File: src/rtl/traffic_phase_sequencer.sv
// Timed NS-green / clearance / EW-green / clearance phase generator for the light controller.
// Registered cmd (1-cycle after state decision); greens rest while the opposing side has no request.
module traffic_phase_sequencer #(
  parameter int CNT_W          = 8,
  parameter int TICK_DIV       = 1,
  parameter int NS_GREEN_TICKS = 20,
  parameter int EW_GREEN_TICKS = 20,
  parameter int ALL_RED_TICKS  = 3
) (
  input  logic             clka,
  input  logic             reseta,
  input  logic             enable,
  input  logic             ns_req,
  input  logic             ew_req,
  input  logic             force_red,
  output logic [1:0]       cmd,
  output logic             cmd_change,
  output logic [CNT_W-1:0] phase_remaining
);

  localparam int PW = (TICK_DIV > 1) ? $clog2(TICK_DIV) : 1;
  localparam logic [PW-1:0]    PRE_MAX = PW'(TICK_DIV - 1);
  localparam logic [CNT_W-1:0] NS_LOAD = CNT_W'(NS_GREEN_TICKS - 1);
  localparam logic [CNT_W-1:0] EW_LOAD = CNT_W'(EW_GREEN_TICKS - 1);
  localparam logic [CNT_W-1:0] AR_LOAD = CNT_W'(ALL_RED_TICKS - 1);

  localparam logic [1:0] CMD_RED = 2'b00;
  localparam logic [1:0] CMD_EW  = 2'b01;
  localparam logic [1:0] CMD_NS  = 2'b10;

  typedef enum logic [2:0] {
    INIT_RED     = 3'd0,
    NS_GREEN     = 3'd1,
    RED_AFTER_NS = 3'd2,
    EW_GREEN     = 3'd3,
    RED_AFTER_EW = 3'd4,
    HOLD_RED     = 3'd5
  } state_t;

  state_t           state_q, state_d;
  logic [CNT_W-1:0] cnt_q, cnt_d;
  logic [PW-1:0]    pre_q, pre_d;
  logic             ns_pending_q, ns_pending_d;
  logic             ew_pending_q, ew_pending_d;
  logic [1:0]       cmd_q, cmd_d;
  logic             cmd_change_q, cmd_change_d;
  logic             tick;

  always_comb begin
    state_d = state_q;
    cnt_d   = cnt_q;
    pre_d   = pre_q;
    tick    = enable && (pre_q == PRE_MAX);

    if (force_red) begin
      // Counter and prescaler freeze for the whole emergency hold.
      state_d = HOLD_RED;
    end else if (state_q == HOLD_RED) begin
      state_d = INIT_RED;
      cnt_d   = AR_LOAD;
      pre_d   = '0;
    end else if (enable) begin
      pre_d = tick ? '0 : pre_q + 1'b1;
      if (tick) begin
        if (cnt_q != '0) begin
          cnt_d = cnt_q - 1'b1;
        end else begin
          case (state_q)
            INIT_RED: begin
              state_d = NS_GREEN;
              cnt_d   = NS_LOAD;
            end
            NS_GREEN: begin
              if (ew_pending_q) begin
                state_d = RED_AFTER_NS;
                cnt_d   = AR_LOAD;
              end else begin
                cnt_d = NS_LOAD;
              end
            end
            RED_AFTER_NS: begin
              state_d = EW_GREEN;
              cnt_d   = EW_LOAD;
            end
            EW_GREEN: begin
              if (ns_pending_q) begin
                state_d = RED_AFTER_EW;
                cnt_d   = AR_LOAD;
              end else begin
                cnt_d = EW_LOAD;
              end
            end
            RED_AFTER_EW: begin
              state_d = NS_GREEN;
              cnt_d   = NS_LOAD;
            end
            default: begin
              state_d = INIT_RED;
              cnt_d   = AR_LOAD;
            end
          endcase
        end
      end
    end
  end

  // Requests latch outside their own green; entry into that green clears and wins.
  always_comb begin
    ns_pending_d = ns_pending_q | (ns_req && (state_q != NS_GREEN));
    ew_pending_d = ew_pending_q | (ew_req && (state_q != EW_GREEN));
    if ((state_d == NS_GREEN) && (state_q != NS_GREEN)) ns_pending_d = 1'b0;
    if ((state_d == EW_GREEN) && (state_q != EW_GREEN)) ew_pending_d = 1'b0;
  end

  always_comb begin
    case (state_d)
      NS_GREEN: cmd_d = CMD_NS;
      EW_GREEN: cmd_d = CMD_EW;
      default:  cmd_d = CMD_RED;
    endcase
    cmd_change_d = (cmd_d != cmd_q);
  end

  always_ff @(posedge clka or posedge reseta) begin
    if (reseta) begin
      state_q      <= INIT_RED;
      cnt_q        <= AR_LOAD;
      pre_q        <= '0;
      ns_pending_q <= 1'b0;
      ew_pending_q <= 1'b0;
      cmd_q        <= CMD_RED;
      cmd_change_q <= 1'b0;
    end else begin
      state_q      <= state_d;
      cnt_q        <= cnt_d;
      pre_q        <= pre_d;
      ns_pending_q <= ns_pending_d;
      ew_pending_q <= ew_pending_d;
      cmd_q        <= cmd_d;
      cmd_change_q <= cmd_change_d;
    end
  end

  assign cmd             = cmd_q;
  assign cmd_change      = cmd_change_q;
  assign phase_remaining = cnt_q;

endmodule

File: config.mk
export PLATFORM = sky130hd
export DESIGN_NAME = traffic_phase_sequencer
export DESIGN_NICKNAME = d
export VERILOG_FILES = /design/src/rtl/traffic_phase_sequencer.sv
export SDC_FILE = /design/constraint.sdc
export NUM_CORES = 1
export LEC_CHECK = 0
export CORE_MARGIN = 2
export CORE_UTILIZATION = 65
export CTS_CLUSTER_SIZE = 8
export DETAILED_ROUTE_END_ITERATION = 8
export DONT_BUFFER_PORTS = 1
export GPL_TIMING_DRIVEN = 0
export PLACE_DENSITY = 0.79
export SYNTH_ARGS = -nofsm -noshare
export SYNTH_HDL_FRONTEND = slang
export SYNTH_SLANG_ARGS = --single-unit
File: constraint.sdc
create_clock -name clka -period 3.3 [get_ports clka]
set_input_delay 0.165 -clock clka [delete_from_list [all_inputs] [get_ports clka]]
set_output_delay 0.165 -clock clka [all_outputs]
set_load 0.05 [all_outputs]
# Yosys cells after proc, flatten, opt, wreduce, memory -nomap -nowiden
# Index checks and enable logic that the tools add are counted.
[totals]
ff_bits = 17
input_bits = 6
output_inout_bits = 11
wordCells = 57
[classes]
n_addsub = 2
n_eq_ne = 10
n_mux = 21
n_bitwise = 4
n_reduce_logical = 13
[ops]
columns = ["operator", "n"]
rows = [
  ["8-bit two-way mux", 4],
  ["3-bit two-way mux", 7],
  ["5-bit one-hot mux with 3 select lines", 1],
  ["3-bit one-hot mux with 4 select lines", 1],
  ["5-bit two-way mux", 2],
  ["3-bit by 2-bit == test with 1-bit output (second input constant)", 3],
  ["8-bit nonzero test", 1],
  ["8-bit by 1-bit subtractor with 8-bit output (second input constant)", 1],
  ["3-bit by 1-bit == test with 1-bit output (second input constant)", 2],
  ["3-bit == test (second input constant)", 2],
  ["1-bit logical AND", 5],
  ["1-bit two-way mux", 5],
  ["2-bit one-hot mux with 2 select lines", 1],
  ["2-bit nonzero test", 2],
  ["3-bit zero test", 1],
  ["3-bit by 1-bit != test with 1-bit output (second input constant)", 1],
  ["3-bit by 2-bit != test with 1-bit output (second input constant)", 1],
  ["3-bit AND reduction", 1],
  ["3-bit OR reduction", 1],
  ["2-bit != test", 1],
  ["1-bit inverter", 2],
  ["1-bit OR", 2],
  ["2-bit AND reduction", 1],
  ["2-bit OR reduction", 1],
  ["1-bit adder (second input constant)", 1],
]

# Logic depth before layout (Yosys ltp)
# Gate-level depths: netlist of the first run.
[depth]
depth_word = 11
ltp_mapped = 7
depth_no_buf = 7

# Worst setup path before layout of the first run
# OpenSTA, ideal clock, no wires.
[synth_path]
kind = "register to register"
from = "reg cnt_q[0], in the netlist phase_remaining[0]"
to = "reg cmd_change_q, in the netlist cmd_change"
setup_ns = 0.137
arrival_time_ns = 2.198
t_required_ns = 3.163
setup_slack_ns = 0.965
path_stages_with_launch = 8
path_buffers = 0
synth_period_minus_slack_ns = 2.335
cell_sequence = "dfrtp_1 inv_1 ha_1 or3b_2 o311ai_2 o211ai_2 o31ai_1 a311oi_1"
[synth_via]
elab_chain_len = 9
word_cells_on_any_way = 10
cone_classes = "3 x eq/ne; 6 x mux; 1 x reduce/logical"
[synth_rtl]
columns = ["element", "line", "rtl"]
rows = [
  ["from (decl)", "41", "logic [CNT_W-1:0] cnt_q, cnt_d;"],
  ["from (signal assigned)", "135", "cnt_q <= cnt_d;"],
  ["8-bit nonzero test *", "65", "if (cnt_q != '0) begin"],
  ["3-bit two-way mux *", "65", ""],
  ["3-bit two-way mux *", "64", "if (tick) begin"],
  ["3-bit two-way mux *", "62", "end else if (enable) begin"],
  ["3-bit two-way mux *", "58", "end else if (state_q == HOLD_RED) begin"],
  ["3-bit two-way mux *", "55", "if (force_red) begin"],
  ["via state_d[2]", "40", "state_t state_q, state_d;"],
  ["3-bit by 2-bit == test with 1-bit output or 3-bit by 1-bit == test with 1-bit output (tied branches)", "116", "case (state_d)"],
  ["2-bit one-hot mux with 2 select lines *", "116", ""],
  ["2-bit != test *", "121", "cmd_change_d = (cmd_d != cmd_q);"],
  ["via cmd_change_d", "46", "logic cmd_change_q, cmd_change_d;"],
  ["to (signal assigned)", "140", "cmd_change_q <= cmd_change_d;"],
  ["to (decl)", "46", ""],
]
# The timed path passes the listed nets; every way through them passes the cells marked *.
# A chain may end at the register's enable or synchronous reset.

# Worst setup path after layout of the first run
# Same ends and word-level chain as after synthesis.

==> impl_metrics.yaml, run 1 <==
setup_path:
  reg2reg_slack_ns: 0.69
  critPathLaunchType: "flip-flop"
  cp_slowest_cell: "dfrtp_1"
  r2r_cells: 7
  crit_arrival_ns: 2.82
  critPathMaxStageDelay_ns: 0.58
  cp_max_fo: 6
  end_kind: "flip-flop"
  rr_startpoint: "phase_remaining[0]$_DFFE_PP0P_"
  crit_buf_inv: 1
  critical_path_class: "reg -> reg"
  worstPathRequired_ns: 3.50
  worstReg2RegEnd: "cmd_change$_DFF_PP0_"
  critPathTopFamily: "compound AO/OA/AOI/OAI gates"
  worstPathCellList: "inv_1 > ha_1 > nor3b_1 > nand3_2 > o41ai_4 > o31ai_1 > a311oi_1"
detailed_routing:
  ant_nets: 0
  drtIter0Drc: 12
  num_vias: 847
  wl_mm: 2.16
  avgViaCountPerCell: 6.62
  wl_per_cell_um: 16.9
  drc: 0
  dr.pass1.iters: 4
yosys:
  synth.most_common_cell: "dfrtp_1"
  netlist_area_um2: 1100
  ys_types: 52
  synth-seq-cells: 17
  avgSynthCellArea_um2: 10.4
  synth_edf_count: 0
  syn-instance-count: 106
  yosys_warnings: 0
  yosysTopAreaCell: "dfrtp_1"
  syn-num-nets: 114
  yosys_most_used_dff: "dfrtp_1"
  synthTopCellsByArea: "dfrtp_1 36%, a21oi_1 4.1%, o41ai_4 2.5%"
  synth_common_cells: "16 x dfrtp_1, 9 x a21oi_1, 7 x inv_1, 7 x nand2_1, 7 x nor2_1"
  synth_top_area_frac: 0.365
  async_reset_ff_frac: 1.00
  yosysSeqAreaShare: 0.389
run:
  drv_cap: 0
clocking:
  clockBufferDepth: 2
  cts_max_level: 1
  cts_buffers: 3
  clkTransAtPathRegs_ns: 0.10
  cts_tree: "yes"
  clock_latency_ns: 0.29
  cts_resized: 0
  clock-root-buffer: "clkbuf_4"
  cts_sinks: 17
global_routing:
  grt_overflow_total: 0
  track_usage: 0.252
  grt_first_pass_wirelength_mm: 3.59
  grt_max_degree: 18
  antenna_found_initial: 0
  grt_pass1_vias: 780
sta:
  fin_worst_skew_ns: 0.00264
  drv_slew: 0
  layout_min_cycle_time_ns: 2.61
  hold_viol: 0
  setup_slack_ns: 0.687
  finalCritPeriodShare: 0.792
  max-slew-margin-rel: 0.477
  rsz0062_at_grt: "false"
  setup_viol: 0
  finalSetupTns_ns: 0
  worst_pin_slew_ns: 0.764
  max_freq_mhz: 383
floorplan:
  die_y_um: 45.1
  core_area_um2: 1540
  start_util: 0.712
  fp.dieW_um: 45.1
  rows: 14
  dieArea_um2: 2030
  io-pin-count: 17
layout:
  nNetsFinal: 121
  antennaDiodeCount: 0
  fillers: 118
  seq_area_um2: 427
  fin_cells: 128
  area_growth_pct: 6.04
  multiInputGateArea_um2: 626
  layout-drive-gt1-share: 0.196
place:
  dp_hpwl_mm: 1.58
  place_ws_ns: 0.690
  dp.cells: 122
  gp_congestion: 0.853
  io_buffer_count: 0
status:
  status: "complete, no violations"
worst_hold_path:
  holdPathEnd: "ns_pending_q$_DFF_PP0_"
  hold_depth: 2
  hold_start: "ns_req"
  min_path_type: "in -> reg"
power_and_ir_drop:
  power_density_nw_per_um2: 880
  cellLeakagePower_nw: 0.503
  vdd_drop_max_mv: 0.667
-- metal layers --
| layer | global-route usage | share of wire |
|---|---|---|
| met5 | 0 | 0 |
| met3 | 0.0680 | 0.049 |
| met4 | 0.106 | 0.012 |
| met2 | 0.343 | 0.46 |
| met1 | 0.376 | 0.48 |
-- placed cells by master, fill, tap and decap left out, drive strengths merged, types with 2 or more instances in the layout --
cell type | netlist | layout
a21oi | 9 | 9
and2b | 2 | 2
buf | 2 | 2
clkbuf | 0 | 4
dfrtp | 16 | 16
dlygate4sd3 | 0 | 2
ha | 2 | 2
inv | 7 | 7
mux2i | 2 | 2
nand2 | 7 | 7
nand3 | 4 | 4
nor2 | 7 | 7
nor3 | 3 | 3
nor4 | 3 | 3
o21ai | 5 | 5
o311ai | 2 | 2
o31ai | 2 | 2
or2b | 2 | 2
or4 | 2 | 2
xor2 | 3 | 3
-- timing repair --
item                      CTS  global route
hold buffers                1             1
hold endpoints to repair   16             1
setup buffers               0             0
-- through the flow --
step / cell area (um^2) / hold slack (ns) / util / total power, mW
after floorplan: 1100 / 0.0903 / - / 0.838
after global placement: 1120 / 0.163 / 0.725 / 0.902
after detailed placement: 1120 / 0.172 / 0.725 / 0.909
after CTS: 1150 / 0.0144 / 0.748 / 1.02
after global routing: 1160 / 0.0496 / 0.755 / 1.09
final: 1160 / 0.0574 / 0.755 / 1.02
-- worst max path at each step --
| stage | depth (start not counted) | end | from | slack, ns |
|---|---|---|---|---|
| 2_1_floorplan | 7 | cmd_change$_DFF_PP0_ | phase_remaining[0]$_DFFE_PP0P_ | 0.97 |
| 3_3_place_gp | 7 | cmd_change$_DFF_PP0_ | phase_remaining[0]$_DFFE_PP0P_ | 0.71 |
| 3_5_place_dp | 7 | cmd_change$_DFF_PP0_ | phase_remaining[0]$_DFFE_PP0P_ | 0.69 |
| 4_1_cts | 7 | cmd_change$_DFF_PP0_ | phase_remaining[0]$_DFFE_PP0P_ | 0.68 |
| 5_1_grt | 7 | cmd_change$_DFF_PP0_ | phase_remaining[0]$_DFFE_PP0P_ | 0.54 |
| 6_report | 7 | cmd_change$_DFF_PP0_ | phase_remaining[0]$_DFFE_PP0P_ | 0.69 |
-- area by class of cell --
cell class              count  share of cell area
multi-input cells          80               0.538
flip-flops and latches     17               0.367
plain buffers               2              0.0161
clock buffers               4              0.0226
well taps                  16              0.0172
inverters                   7              0.0226
repair buffers              2              0.0172
-- cell families after synthesis --
group	count (synthesis)	share of synthesized area
simple gates	40	0.243
fa+ha+maj	2	0.0228
mux	3	0.0285
buf+inv	9	0.0411
xor+xnor	4	0.0319
flops	17	0.389
compound gates	31	0.244
-- power breakdown --
| group | switching [mW] | total (mW) | internal (mW) |
|---|---|---|---|
| Combinational | 0.216 | 0.379 | 0.163 |
| Sequential | 0.264 | 0.532 | 0.268 |
| Clock | 0.0656 | 0.113 | 0.0470 |
-- state kept, by name, summed over array words and instances, names as in the netlist --
name / flops
ns_pending_q: 1
cmd_change: 1
cmd: 2
ew_pending_q: 1
state_q: 3
phase_remaining: 8
pre_q: 1
(Power assumes the default switching activity.)
==> inputs of run 2 (changes only) <==
--- a/config.mk
+++ b/config.mk
@@ -6,12 +6,12 @@
 export NUM_CORES = 1
 export LEC_CHECK = 0
 export CORE_MARGIN = 2
-export CORE_UTILIZATION = 65
+export CORE_UTILIZATION = 61
 export CTS_CLUSTER_SIZE = 8
 export DETAILED_ROUTE_END_ITERATION = 8
 export DONT_BUFFER_PORTS = 1
 export GPL_TIMING_DRIVEN = 0
-export PLACE_DENSITY = 0.79
+export PLACE_DENSITY = 0.75
 export SYNTH_ARGS = -nofsm -noshare
 export SYNTH_HDL_FRONTEND = slang
 export SYNTH_SLANG_ARGS = --single-unit
==> constraint.sdc (replaced) <==
create_clock -name clka -period 2.42 [get_ports clka]
set_input_delay 0.121 -clock clka [delete_from_list [all_inputs] [get_ports clka]]
set_output_delay 0.121 -clock clka [all_outputs]
set_load 0.05 [all_outputs]
==> run 2 against run 1 <==
  * Worst setup slack lost 0.57 ns
  * Final area increased by 4.3%
  * First-iteration DRC count up 17%
  * Sequential share of layout area shrank 1.2 points
  * Wire length fell by 6.2%
  * Combinational power rose by 46%
  * Critical path depth is 2 lower
  * Power is 41% higher
  * Clock skew about the same
  * Sequential power grew 38%
  * Critical endpoint unchanged
  * Largest cell class unchanged
==> impl_metrics.yaml, run 2 (synthesis gave the netlist of run 1 again) <==
layout:
  antennaDiodeCount: 0
  final_common_cell: "dfrtp_1"
  fillers: 134
  multiInputGateArea_um2: 653
  layout-drive-gt1-share: 0.257
  layout_common_cells: "13 x dfrtp_1, 9 x a21oi_1, 7 x nor2_1, 7 x nand2_1, 6 x inv_1"
  largest_register_ffs: 8
  final_cell_area_um2: 1210
  area_growth_pct: 10.6
  fin_cells: 138
  nNetsFinal: 122
  seq_area_um2: 430
clocking:
  cts_max_level: 1
  cts_tree: "yes"
  clock_latency_ns: 0.29
  cts_sinks: 17
  clkTransAtPathRegs_ns: 0.09
  clockBufferDepth: 2
  cts_buffers: 3
  clock-root-buffer: "clkbuf_4"
floorplan:
  core_area_um2: 1710
  fp.dieW_um: 46.4
  start_util: 0.642
  io-pin-count: 17
  die_y_um: 46.4
  dieArea_um2: 2150
  rows: 15
setup_path:
  reg2reg_slack_ns: 0.12
  crit_buf_inv: 0
  critPathLaunchType: "flip-flop"
  worstPathRequired_ns: 2.59
  worstPathCellList: "or4_4 > o311ai_2 > o211ai_2 > o31ai_1 > a311oi_1"
  crit_arrival_ns: 2.47
  cp_max_fo: 7
  cp-startpoint: "phase_remaining[2]$_DFFE_PP0P_"
  cp_slowest_cell: "dfrtp_1"
  critPathMaxStageDelay_ns: 0.65
  rr_startpoint: "phase_remaining[2]$_DFFE_PP0P_"
  critical_path_class: "reg -> reg"
  critPathTopFamily: "compound AO/OA/AOI/OAI gates"
  end_kind: "flip-flop"
place:
  dp.cells: 131
  io_buffer_count: 0
  gp_congestion: 0.844
  place_ws_ns: -0.157
  dp_hpwl_mm: 1.54
  place_area_um2: 1130
global_routing:
  track_usage: 0.209
  grt_pass1_vias: 705
  antenna_found_initial: 0
  grt_max_degree: 18
  grt_first_pass_wirelength_mm: 3.17
  grt_overflow_total: 0
worst_hold_path:
  min_path_type: "in -> reg"
  hold_start: "ew_req"
sta:
  setup_slack_ns: 0.121
  fin_worst_skew_ns: 0.00220
  max-slew-margin-rel: 0.539
  hold_viol: 0
  rsz0062_at_grt: "false"
  layout_min_cycle_time_ns: 2.30
  max_freq_mhz: 435
  finalCritPeriodShare: 0.950
  drv_slew: 0
  setup_viol: 0
  finalSetupTns_ns: 0
  worst_pin_slew_ns: 0.691
detailed_routing:
  avgViaCountPerCell: 5.97
  drc: 0
  wl_mm: 2.03
  drtIter0Drc: 14
  wl_per_cell_um: 14.7
  num_vias: 824
  dr.pass1.iters: 4
  ant_nets: 0
run:
  drv_cap: 0
power_and_ir_drop:
  vdd_drop_max_mv: 0.826
  cellLeakagePower_nw: 0.513
  power_mw: 1.44
  power_density_nw_per_um2: 1190
status:
  status: "complete, no violations"
-- run 2: path summary, 6_finish.rpt --
check	endpoint	cells past startpoint
max	cmd_change$_DFF_PP0_	5
min	ew_pending_q$_DFF_PP0_	2
max reg2reg	cmd_change$_DFF_PP0_	5
min reg2reg	pre_q$_DFFE_PP0P_	1
max in group asynchronous	phase_remaining[5]$_DFFE_PP0P_	2
min in group asynchronous	pre_q$_DFFE_PP0P_	2
-- run 2: repair_timing --
action                                  CTS  global route
pin swaps                                 0             2
buffers inserted                          0             1
gates resized for setup                   3             7
hold buffers                              2             0
hold endpoints to repair                 17             0
endpoints found under the setup margin    5             4
-- run 2: per-layer routing --
metal,track usage,vias up,share of wire
li1,-,413,-
met1,0.336,388,0.54
met2,0.269,18,0.41
met3,0.0314,5,0.027
met4,0.0857,0,0.019
met5,0,-,0
-- run 2: per-stage QoR --
stage | hold WS (ns) | utilization
5_1_grt | 0.0139 | 0.711
3_5_place_dp | 0.126 | 0.661
6_report | 0.0127 | 0.711
3_3_place_gp | 0.120 | 0.661
4_1_cts | 0.00490 | 0.692
2_1_floorplan | 0.0463 | -
-- run 2: area by class of cell --
cell class | count | area share
multi-input cells | 80 | 0.538
flip-flops and latches | 17 | 0.355
well taps | 25 | 0.0258
repair buffers | 3 | 0.0227
clock buffers | 4 | 0.0216
inverters | 7 | 0.0216
plain buffers | 2 | 0.0155
-- run 2: power by group --
part	switching [mW]	internal, mW	leakage (nW)
combinational	0.308	0.247	0.290
clock	0.0854	0.0642	0.0150
sequential	0.365	0.370	0.208
==> inputs of run 3 (changes only) <==
--- a/config.mk
+++ b/config.mk
@@ -11,7 +11,9 @@
 export DETAILED_ROUTE_END_ITERATION = 8
 export DONT_BUFFER_PORTS = 1
 export GPL_TIMING_DRIVEN = 0
+export HOLD_SLACK_MARGIN = 0.03
 export PLACE_DENSITY = 0.75
+export SETUP_SLACK_MARGIN = 0.15
 export SYNTH_ARGS = -nofsm -noshare
 export SYNTH_HDL_FRONTEND = slang
 export SYNTH_SLANG_ARGS = --single-unit
==> run 3 against run 2 <==
  * Clock power is essentially flat
  * Combinational power grew 19%
  * Maximum frequency shrank 0.89%
  * Sequential power grew 0.5%
  * Largest power group unchanged
  * Highest routed layer unchanged
==> impl_metrics.yaml, run 3 (synthesis gave the netlist of run 1 again) <==
floorplan:
  fp.dieW_um: 46.4
  core_area_um2: 1710
  die_y_um: 46.4
  dieArea_um2: 2150
  io-pin-count: 17
  start_util: 0.642
  rows: 15
setup_path:
  crit_buf_inv: 2
  worstPathCellList: "inv_4 > ha_4 > or3b_4 > buf_6 > o311ai_4 > o211ai_2 > o31ai_1 > a311oi_1"
  critPathTopFamily: "compound AO/OA/AOI/OAI gates"
  worstPathRequired_ns: 2.59
  critical_path_class: "reg -> reg"
  reg2reg_slack_ns: 0.10
  end_kind: "flip-flop"
  critPathMaxStageDelay_ns: 0.54
  crit_arrival_ns: 2.49
  cp_max_fo: 5
  critPathLaunchType: "flip-flop"
  cp_slowest_cell: "dfrtp_2"
global_routing:
  track_usage: 0.247
  grt_pass1_vias: 781
  antenna_found_initial: 0
  grt_max_degree: 18
  grt_overflow_total: 0
  grt_first_pass_wirelength_mm: 3.64
power_and_ir_drop:
  cellLeakagePower_nw: 0.550
  power_density_nw_per_um2: 1190
  power_mw: 1.55
  vdd_drop_max_mv: 0.887
status:
  status: "complete, no violations"
detailed_routing:
  wl_mm: 2.47
  dr.pass1.iters: 4
  drtIter0Drc: 22
  ant_nets: 0
  avgViaCountPerCell: 6.25
  wl_per_cell_um: 16.9
  num_vias: 912
  drc: 0
clocking:
  clock-root-buffer: "clkbuf_4"
  cts_sinks: 17
  cts_max_level: 1
  clkTransAtPathRegs_ns: 0.10
  clockBufferDepth: 2
  cts_tree: "yes"
  cts_buffers: 3
  clock_latency_ns: 0.29
layout:
  layout_common_cells: "12 x dfrtp_1, 8 x a21oi_1, 7 x buf_4, 7 x nor2_1, 7 x nand2_1"
  nNetsFinal: 130
  largest_register_ffs: 8
  final_common_cell: "dfrtp_1"
  fin_cells: 146
  area_growth_pct: 18.9
  layout-drive-gt1-share: 0.322
  antennaDiodeCount: 0
worst_hold_path:
  min_path_type: "in -> reg"
sta:
  setup_slack_ns: 0.101
  finalCritPeriodShare: 0.958
  hold_viol: 0
  finalSetupTns_ns: 0
  setup_viol: 0
  fin_worst_skew_ns: 0.00330
  layout_min_cycle_time_ns: 2.32
  max_freq_mhz: 431
  max-slew-margin-rel: 0.573
  drv_slew: 0
  worst_pin_slew_ns: 0.639
  rsz0062_at_grt: "true"
place:
  gp_congestion: 0.838
  place_ws_ns: -0.0825
  dp.cells: 131
  io_buffer_count: 0
  dp_hpwl_mm: 1.60
run:
  drv_cap: 0
## run 3: final timing paths
path,startpoint,endpoint,depth (start not counted)
min in group asynchronous,reseta,pre_q$_DFFE_PP0P_,2
hold reg to reg,pre_q$_DFFE_PP0P_,pre_q$_DFFE_PP0P_,1
setup reg to reg,phase_remaining[0]$_DFFE_PP0P_,cmd_change$_DFF_PP0_,8
max in group asynchronous,reseta,phase_remaining[5]$_DFFE_PP0P_,2
hold / removal,force_red,phase_remaining[0]$_DFFE_PP0P_,3
setup / recovery,phase_remaining[0]$_DFFE_PP0P_,cmd_change$_DFF_PP0_,8
## run 3: what timing repair did
item                       in CTS  in global routing
hold buffers                    3                  1
setup endpoints to repair       8                  7
pin swaps                       2                  8
hold endpoints to repair       18                  1
buffers inserted                4                  3
gates resized for setup         9                  7
## run 3: per-stage QoR
stage	hold slack, ns	utilization	instance area [um^2]
2_1_floorplan	0.0463	-	1100
3_3_place_gp	0.119	0.662	1130
3_5_place_dp	0.124	0.662	1130
4_1_cts	0.0331	0.728	1240
5_1_grt	0.0800	0.764	1310
6_report	0.0634	0.764	1310
## run 3: power breakdown
part | total [mW] | internal (mW) | switching (mW)
clock network | 0.153 | 0.0642 | 0.0888
registers | 0.739 | 0.373 | 0.367
logic | 0.661 | 0.297 | 0.364
## run 3: cell type report
cell class                 count  area, um^2
inverter                       7        28.8
sequential                    17         432
multi-input combinational     80         672
buffer                         2        18.8
tap                           25        31.3
timing repair buffer          11        96.3
fill                         116         403
clock buffer                   4        26.3
## run 3: per-layer routing
layer,vias to the layer above,global-route usage,share of wire
met1,441,0.372,0.45
met3,6,0.0275,0.058
li1,429,-,-
met4,0,0.137,0.025
met2,36,0.336,0.47
met5,-,0,0
## run 3: worst reg2reg max path, cell delays in order (launching register included)
cell and delay (ns):
dfrtp_2 0.54, inv_4 0.13, ha_4 0.12, or3b_4 0.42
buf_6 0.14, o311ai_4 0.29, o211ai_2 0.19, o31ai_1 0.23
a311oi_1 0.12
